### src/rtl/sync_frame_serializer_1101_if.sv
// Frame serializer bus: start/payload request from the host and the registered serial stream back.
interface sync_frame_serializer_1101_if #(
    parameter int DATA_WIDTH = 16
);
    logic                  start;
    logic [DATA_WIDTH-1:0] data_in;
    logic                  sout;
    logic                  bit_valid;
    logic                  sync_phase;
    logic                  busy;
    logic                  done;

    modport master (
        output start, data_in,
        input  sout, bit_valid, sync_phase, busy, done
    );

    modport slave (
        input  start, data_in,
        output sout, bit_valid, sync_phase, busy, done
    );
endinterface

### src/rtl/sync_frame_serializer_1101.sv
// Sends SYNC_PATTERN MSB first, then the captured payload MSB first; all outputs are registered.
// IDLE: no frame on sout | SYNC: preamble bit on sout | DATA: payload bit on sout
module sync_frame_serializer_1101 #(
    parameter logic [3:0] SYNC_PATTERN = 4'b1101,
    parameter int         DATA_WIDTH   = 16
) (
    input  logic                         clk,
    input  logic                         rst,
    sync_frame_serializer_1101_if.slave  bus_if
);
    localparam int CW = (DATA_WIDTH > 1) ? $clog2(DATA_WIDTH) : 1;

    typedef enum logic [1:0] {IDLE, SYNC, DATA} state_t;

    state_t                state_q, state_d;
    logic [DATA_WIDTH-1:0] shift_q, shift_d;
    logic [CW-1:0]         bit_cnt_q, bit_cnt_d;
    logic [1:0]            sync_cnt_q, sync_cnt_d;
    logic                  sout_q, sout_d;
    logic                  bit_valid_q, bit_valid_d;
    logic                  sync_phase_q, sync_phase_d;
    logic                  busy_q, busy_d;
    logic                  done_q, done_d;
    logic [1:0]            sync_idx;

    // The counters hold the index of the bit currently on sout.
    assign sync_idx = sync_cnt_q - 2'd1;

    always_ff @(posedge clk) begin
        if (rst) begin
            state_q      <= IDLE;
            shift_q      <= '0;
            bit_cnt_q    <= '0;
            sync_cnt_q   <= '0;
            sout_q       <= 1'b0;
            bit_valid_q  <= 1'b0;
            sync_phase_q <= 1'b0;
            busy_q       <= 1'b0;
            done_q       <= 1'b0;
        end else begin
            state_q      <= state_d;
            shift_q      <= shift_d;
            bit_cnt_q    <= bit_cnt_d;
            sync_cnt_q   <= sync_cnt_d;
            sout_q       <= sout_d;
            bit_valid_q  <= bit_valid_d;
            sync_phase_q <= sync_phase_d;
            busy_q       <= busy_d;
            done_q       <= done_d;
        end
    end

    always_comb begin
        state_d      = state_q;
        shift_d      = shift_q;
        bit_cnt_d    = bit_cnt_q;
        sync_cnt_d   = sync_cnt_q;
        sout_d       = 1'b0;
        bit_valid_d  = 1'b0;
        sync_phase_d = 1'b0;
        busy_d       = 1'b0;
        done_d       = 1'b0;

        case (state_q)
            IDLE: begin
                if (bus_if.start) begin
                    state_d      = SYNC;
                    shift_d      = bus_if.data_in;
                    sync_cnt_d   = 2'd3;
                    sout_d       = SYNC_PATTERN[3];
                    bit_valid_d  = 1'b1;
                    sync_phase_d = 1'b1;
                    busy_d       = 1'b1;
                end
            end
            SYNC: begin
                bit_valid_d = 1'b1;
                busy_d      = 1'b1;
                if (sync_cnt_q == 2'd0) begin
                    state_d   = DATA;
                    sout_d    = shift_q[DATA_WIDTH-1];
                    shift_d   = shift_q << 1;
                    bit_cnt_d = CW'(DATA_WIDTH - 1);
                end else begin
                    sync_cnt_d   = sync_cnt_q - 2'd1;
                    sout_d       = SYNC_PATTERN[sync_idx];
                    sync_phase_d = 1'b1;
                end
            end
            DATA: begin
                if (bit_cnt_q == '0) begin
                    state_d = IDLE;
                    done_d  = 1'b1;
                end else begin
                    bit_cnt_d   = bit_cnt_q - CW'(1);
                    sout_d      = shift_q[DATA_WIDTH-1];
                    shift_d     = shift_q << 1;
                    bit_valid_d = 1'b1;
                    busy_d      = 1'b1;
                end
            end
            default: state_d = IDLE;
        endcase
    end

    assign bus_if.sout       = sout_q;
    assign bus_if.bit_valid  = bit_valid_q;
    assign bus_if.sync_phase = sync_phase_q;
    assign bus_if.busy       = busy_q;
    assign bus_if.done       = done_q;
endmodule

### src/flat_wrapper.sv
// flat-port wrapper written by rule: the top's interface ports become plain ports
module sync_frame_serializer_1101_flat 
#(
    parameter logic [3:0] SYNC_PATTERN = 4'b1101,
    parameter int         DATA_WIDTH   = 16
)
  (clk, rst, bus_if_start, bus_if_data_in, bus_if_sout, bus_if_bit_valid, bus_if_sync_phase, bus_if_busy, bus_if_done);
  sync_frame_serializer_1101_if #(.DATA_WIDTH(DATA_WIDTH)) bus_if_i ();
  input  logic clk;
  input  logic rst;
  input wire logic [$bits(bus_if_i.start)-1:0] bus_if_start;
  input wire logic [$bits(bus_if_i.data_in)-1:0] bus_if_data_in;
  output wire logic [$bits(bus_if_i.sout)-1:0] bus_if_sout;
  output wire logic [$bits(bus_if_i.bit_valid)-1:0] bus_if_bit_valid;
  output wire logic [$bits(bus_if_i.sync_phase)-1:0] bus_if_sync_phase;
  output wire logic [$bits(bus_if_i.busy)-1:0] bus_if_busy;
  output wire logic [$bits(bus_if_i.done)-1:0] bus_if_done;
  assign bus_if_i.start = bus_if_start;
  assign bus_if_i.data_in = bus_if_data_in;
  assign bus_if_sout = bus_if_i.sout;
  assign bus_if_bit_valid = bus_if_i.bit_valid;
  assign bus_if_sync_phase = bus_if_i.sync_phase;
  assign bus_if_busy = bus_if_i.busy;
  assign bus_if_done = bus_if_i.done;
  sync_frame_serializer_1101 #(.SYNC_PATTERN(SYNC_PATTERN), .DATA_WIDTH(DATA_WIDTH)) u_core (.clk(clk), .rst(rst), .bus_if(bus_if_i));
endmodule
### config.mk
export PLATFORM = sky130hd
export DESIGN_NAME = sync_frame_serializer_1101_flat
export DESIGN_NICKNAME = d
export VERILOG_FILES = /design/src/rtl/sync_frame_serializer_1101_if.sv /design/src/rtl/sync_frame_serializer_1101.sv /design/src/flat_wrapper.sv
export SDC_FILE = /design/constraint.sdc
export NUM_CORES = 1
export LEC_CHECK = 0
export BUFFER_PORTS_ARGS = -buffer_cell sky130_fd_sc_hd__clkbuf_2
export CORE_ASPECT_RATIO = 0.75
export CORE_MARGIN = 2
export CORE_UTILIZATION = 60
export CTS_CLUSTER_SIZE = 8
export DETAILED_ROUTE_END_ITERATION = 10
export PLACE_DENSITY = 0.84
export SLEW_MARGIN = 20
export SYNTH_ARGS = -nofsm -noshare
export SYNTH_HDL_FRONTEND = slang
export SYNTH_SLANG_ARGS = --single-unit
### constraint.sdc
create_clock -name clk -period 2.6 [get_ports clk]
set_clock_uncertainty 0.1 [all_clocks]
set_input_delay 0.13 -clock clk [delete_from_list [all_inputs] [get_ports clk]]
set_output_delay 0.13 -clock clk [all_outputs]
set_load 0.05 [all_outputs]
==> reports/metrics.yaml <==
detailed_routing:
  final_antenna_net_count: 0
  met1Wirelength_um: 1480
  drt_iter0_drc: 69
  met3_length_um: 215
  firstDrtPassIters: 4
  num_vias: 1267
  drc_errors: 0
  finalWirelength_um: 3280
  avgViaCountPerCell: 5.71
  top_layer: "met4"
  route.met2.wl_um: 1570
  wl_per_cell_um: 14.8
floorplan:
  num_io_pins: 24
  initial_utilization: 0.657
  core_um2: 2380
  die_area_um2: 3040
  die_h_um: 48.2
  die_w_um: 63.0
  fp-row-count: 15
sta:
  finalSetupTns_ns: 0
  hold_violations: 0
  rsz0062_at_grt: "false"
  max_freq_mhz: 469
  finalCritPeriodShare: 0.821
  maxSlewViolCount: 0
  worst_pin_slew_ns: 0.521
  fin_crit_ns: 2.13
  setup_viol: 0
  slew_headroom: 0.650
synthesis:
  synth_edf_count: 0
  synth_area_per_cell_um2: 9.37
  synth_nets: 193
  synth_flop_cell: "dfxtp_1"
  synth_top_area_frac: 0.358
  ys_seq_elements: 28
  async_flop_share: 0
  netlist_instances: 167
  ys_seq_area_frac: 0.358
  yosys_warnings: 0
  synth_cell_types: 36
  yosys-top-cells-area: "dfxtp_1 36%, mux2i_1 10%, mux2_2 10%"
  synth.largest_area_cell: "dfxtp_1"
  syn-cell-area_um2: 1570
global_routing:
  grt_pass1_vias: 1157
  antenna_found_initial: 0
  grt_max_degree: 26
  grt_usage: 0.230
  grt_pass1_wl_um: 5330
  overflow: 0
pwr:
  seqPwrFrac: 0.343
  pwr-share-comb: 0.555
  peakVddDrop_v: 0.000826
  power_leakage_nw: 0.747
  clock_power_share: 0.102
  internal_power_mw: 1.20
  power.switching_mw: 0.861
  powerDensity_nw_per_um2: 1190
  switching_share: 0.417
layout:
  num_antenna_cells: 0
  drive_above_1_share: 0.261
  fin_nets: 215
  layout.cells.non_filler: 222
  syn2layout_area_growth_pct: 10.6
setup_path:
  crit_family: "simple AND/OR/NAND/NOR gates"
  crit_type: "reg2reg"
  critPathSlowestCell: "mux2_4"
  crit_fanout: 16
  max_stage_delay_ns: 0.41
  crit_chain: "inv_1, ha_1, nand2b_1, nand4b_4, mux2_4"
  cp-end-kind: "flip-flop"
  worst-path-buf-inv: 1
  crit_required_ns: 2.73
  start_kind: "flip-flop"
  critPathArrivalTime_ns: 2.27
clock_tree:
  cts_max_path_buffers: 2
  clk_latency_ns: 0.32
  numCtsBuffers: 3
  h-tree-depth: 1
  cts_tree: "done"
  ctsResizeCount: 0
  cts.sinks: 28
  cts.clk_slew.worst_paths_ns: 0.15
  root_buffer: "clkbuf_4"
placed_design:
  dp.cells: 216
  routabilityCongestion: 0.799
  numPortBuffers: 23
  dp_hpwl_um: 2360
min_path:
  min_path_type: "in2reg"
run:
  max_cap_violations: 0
status:
  status: "finished clean"
power groups by stage:
stage / logic [mW] / registers, mW / clock network (mW)
floorplan: 0.904 / 0.747 / 0
global placement: 1.07 / 0.702 / 0
detailed placement: 1.12 / 0.716 / 0
CTS: 1.14 / 0.706 / 0.216
global route: 1.24 / 0.726 / 0.229
finish: 1.15 / 0.708 / 0.211
Yosys cell counts (all sizes together) (2+ instances only):
cell and count:
a21oi 5, nor2 13, inv 9, mux2 15, a311oi 3, a31oi 4
buf 6, dfxtp 28, and2 2, nor3b 2, clkbuf 3, a31o 2
ha 7, mux2i 16, a221oi 2, o31ai 2, o211ai 4, nand3b 3
nor2b 7, nand2 20, nand2b 2
cell usage in the layout, fill, tap and decap left out, types with 3 or more instances in the layout:
cell type / instances
a21oi_1: 5
a311oi_1: 3
a31oi_1: 4
clkbuf_2: 23
clkbuf_4: 3
dfxtp_1: 28
ha_1: 7
inv_1: 9
mux2_2: 14
mux2i_1: 16
nand2_1: 20
nand3b_1: 3
nor2_1: 13
nor2b_1: 7
o211ai_1: 4
repair_timing:
| item | 4_1_cts | 5_1_grt |
|---|---|---|
| setup endpoints to repair | 0 | 0 |
| setup buffers | 0 | 0 |
| hold buffers | 2 | 0 |
| endpoints found under the hold margin | 2 | 0 |
cell type report:
cell class,count,area (um^2)
multi-input cells,120,911
fillers,185,653
flip-flops and latches,28,561
repair buffers,26,143
well taps,34,42.5
inverters,10,37.5
clock buffers,4,36.3
per-stage QoR:
step / hold WS (ns) / setup WS [ns] / total power, mW / area [um^2] / util
6_report: 0.0676 / 0.466 / 2.07 / 1730 / 0.726
2_1_floorplan: 0.193 / 0.798 / 1.65 / 1570 / -
4_1_cts: 0.0659 / 0.502 / 2.06 / 1730 / 0.726
3_3_place_gp: 0.297 / 0.602 / 1.77 / 1670 / 0.702
5_1_grt: 0.0854 / 0.319 / 2.20 / 1730 / 0.726
3_5_place_dp: 0.301 / 0.523 / 1.84 / 1670 / 0.702
state kept, by name, indices dropped and copies added (netlist names):
signal	count
u_core.shift_q	16
u_core.bit_cnt_q	4
u_core.state_q	2
u_core.sync_cnt_q	2
u_core.bus_if.busy	1
u_core.bus_if.done	1
u_core.bus_if.sout	1
u_core.bus_if.sync_phase	1
routing by layer:
layer / up-vias / global-route usage
li1: 630 / -
met1: 588 / 0.281
met2: 47 / 0.432
met3: 2 / 0.0554
met4: 0 / 0.0533
met5: - / 0
worst reg2reg max path, stage by stage, from the launching register on:
cell	delay (ns)
dfxtp_1	0.38
inv_1	0.10
ha_1	0.29
nand2b_1	0.38
nand4b_4	0.38
mux2_4	0.41
worst paths after layout:
check / startpoint / endpoint / slack, ns / cells past startpoint
worst max-delay path: u_core.sync_cnt_q[0]$_SDFFE_PP0P_ / u_core.shift_q[11]$_SDFFE_PP0P_ / 0.47 / 5
worst min-delay path: bus_if_data_in[5] / u_core.shift_q[5]$_SDFFE_PP0P_ / 0.07 / 4
worst min register to register: u_core.shift_q[2]$_SDFFE_PP0P_ / u_core.shift_q[2]$_SDFFE_PP0P_ / 0.37 / 2
worst max register to register: u_core.sync_cnt_q[0]$_SDFFE_PP0P_ / u_core.shift_q[11]$_SDFFE_PP0P_ / 0.47 / 5
kinds of logic (layout without fill, tap and decap cells):
kind of cell,Yosys count,in the layout,synth area share
and+or+nand+nor,57,57,0.200
muxes,31,31,0.213
DFF,28,28,0.358
AOI/OAI and AO/OA,25,25,0.114
buffers and inverters,19,40,0.0599
adders and majority gates,7,7,0.0560
(Power assumes the default switching activity.)
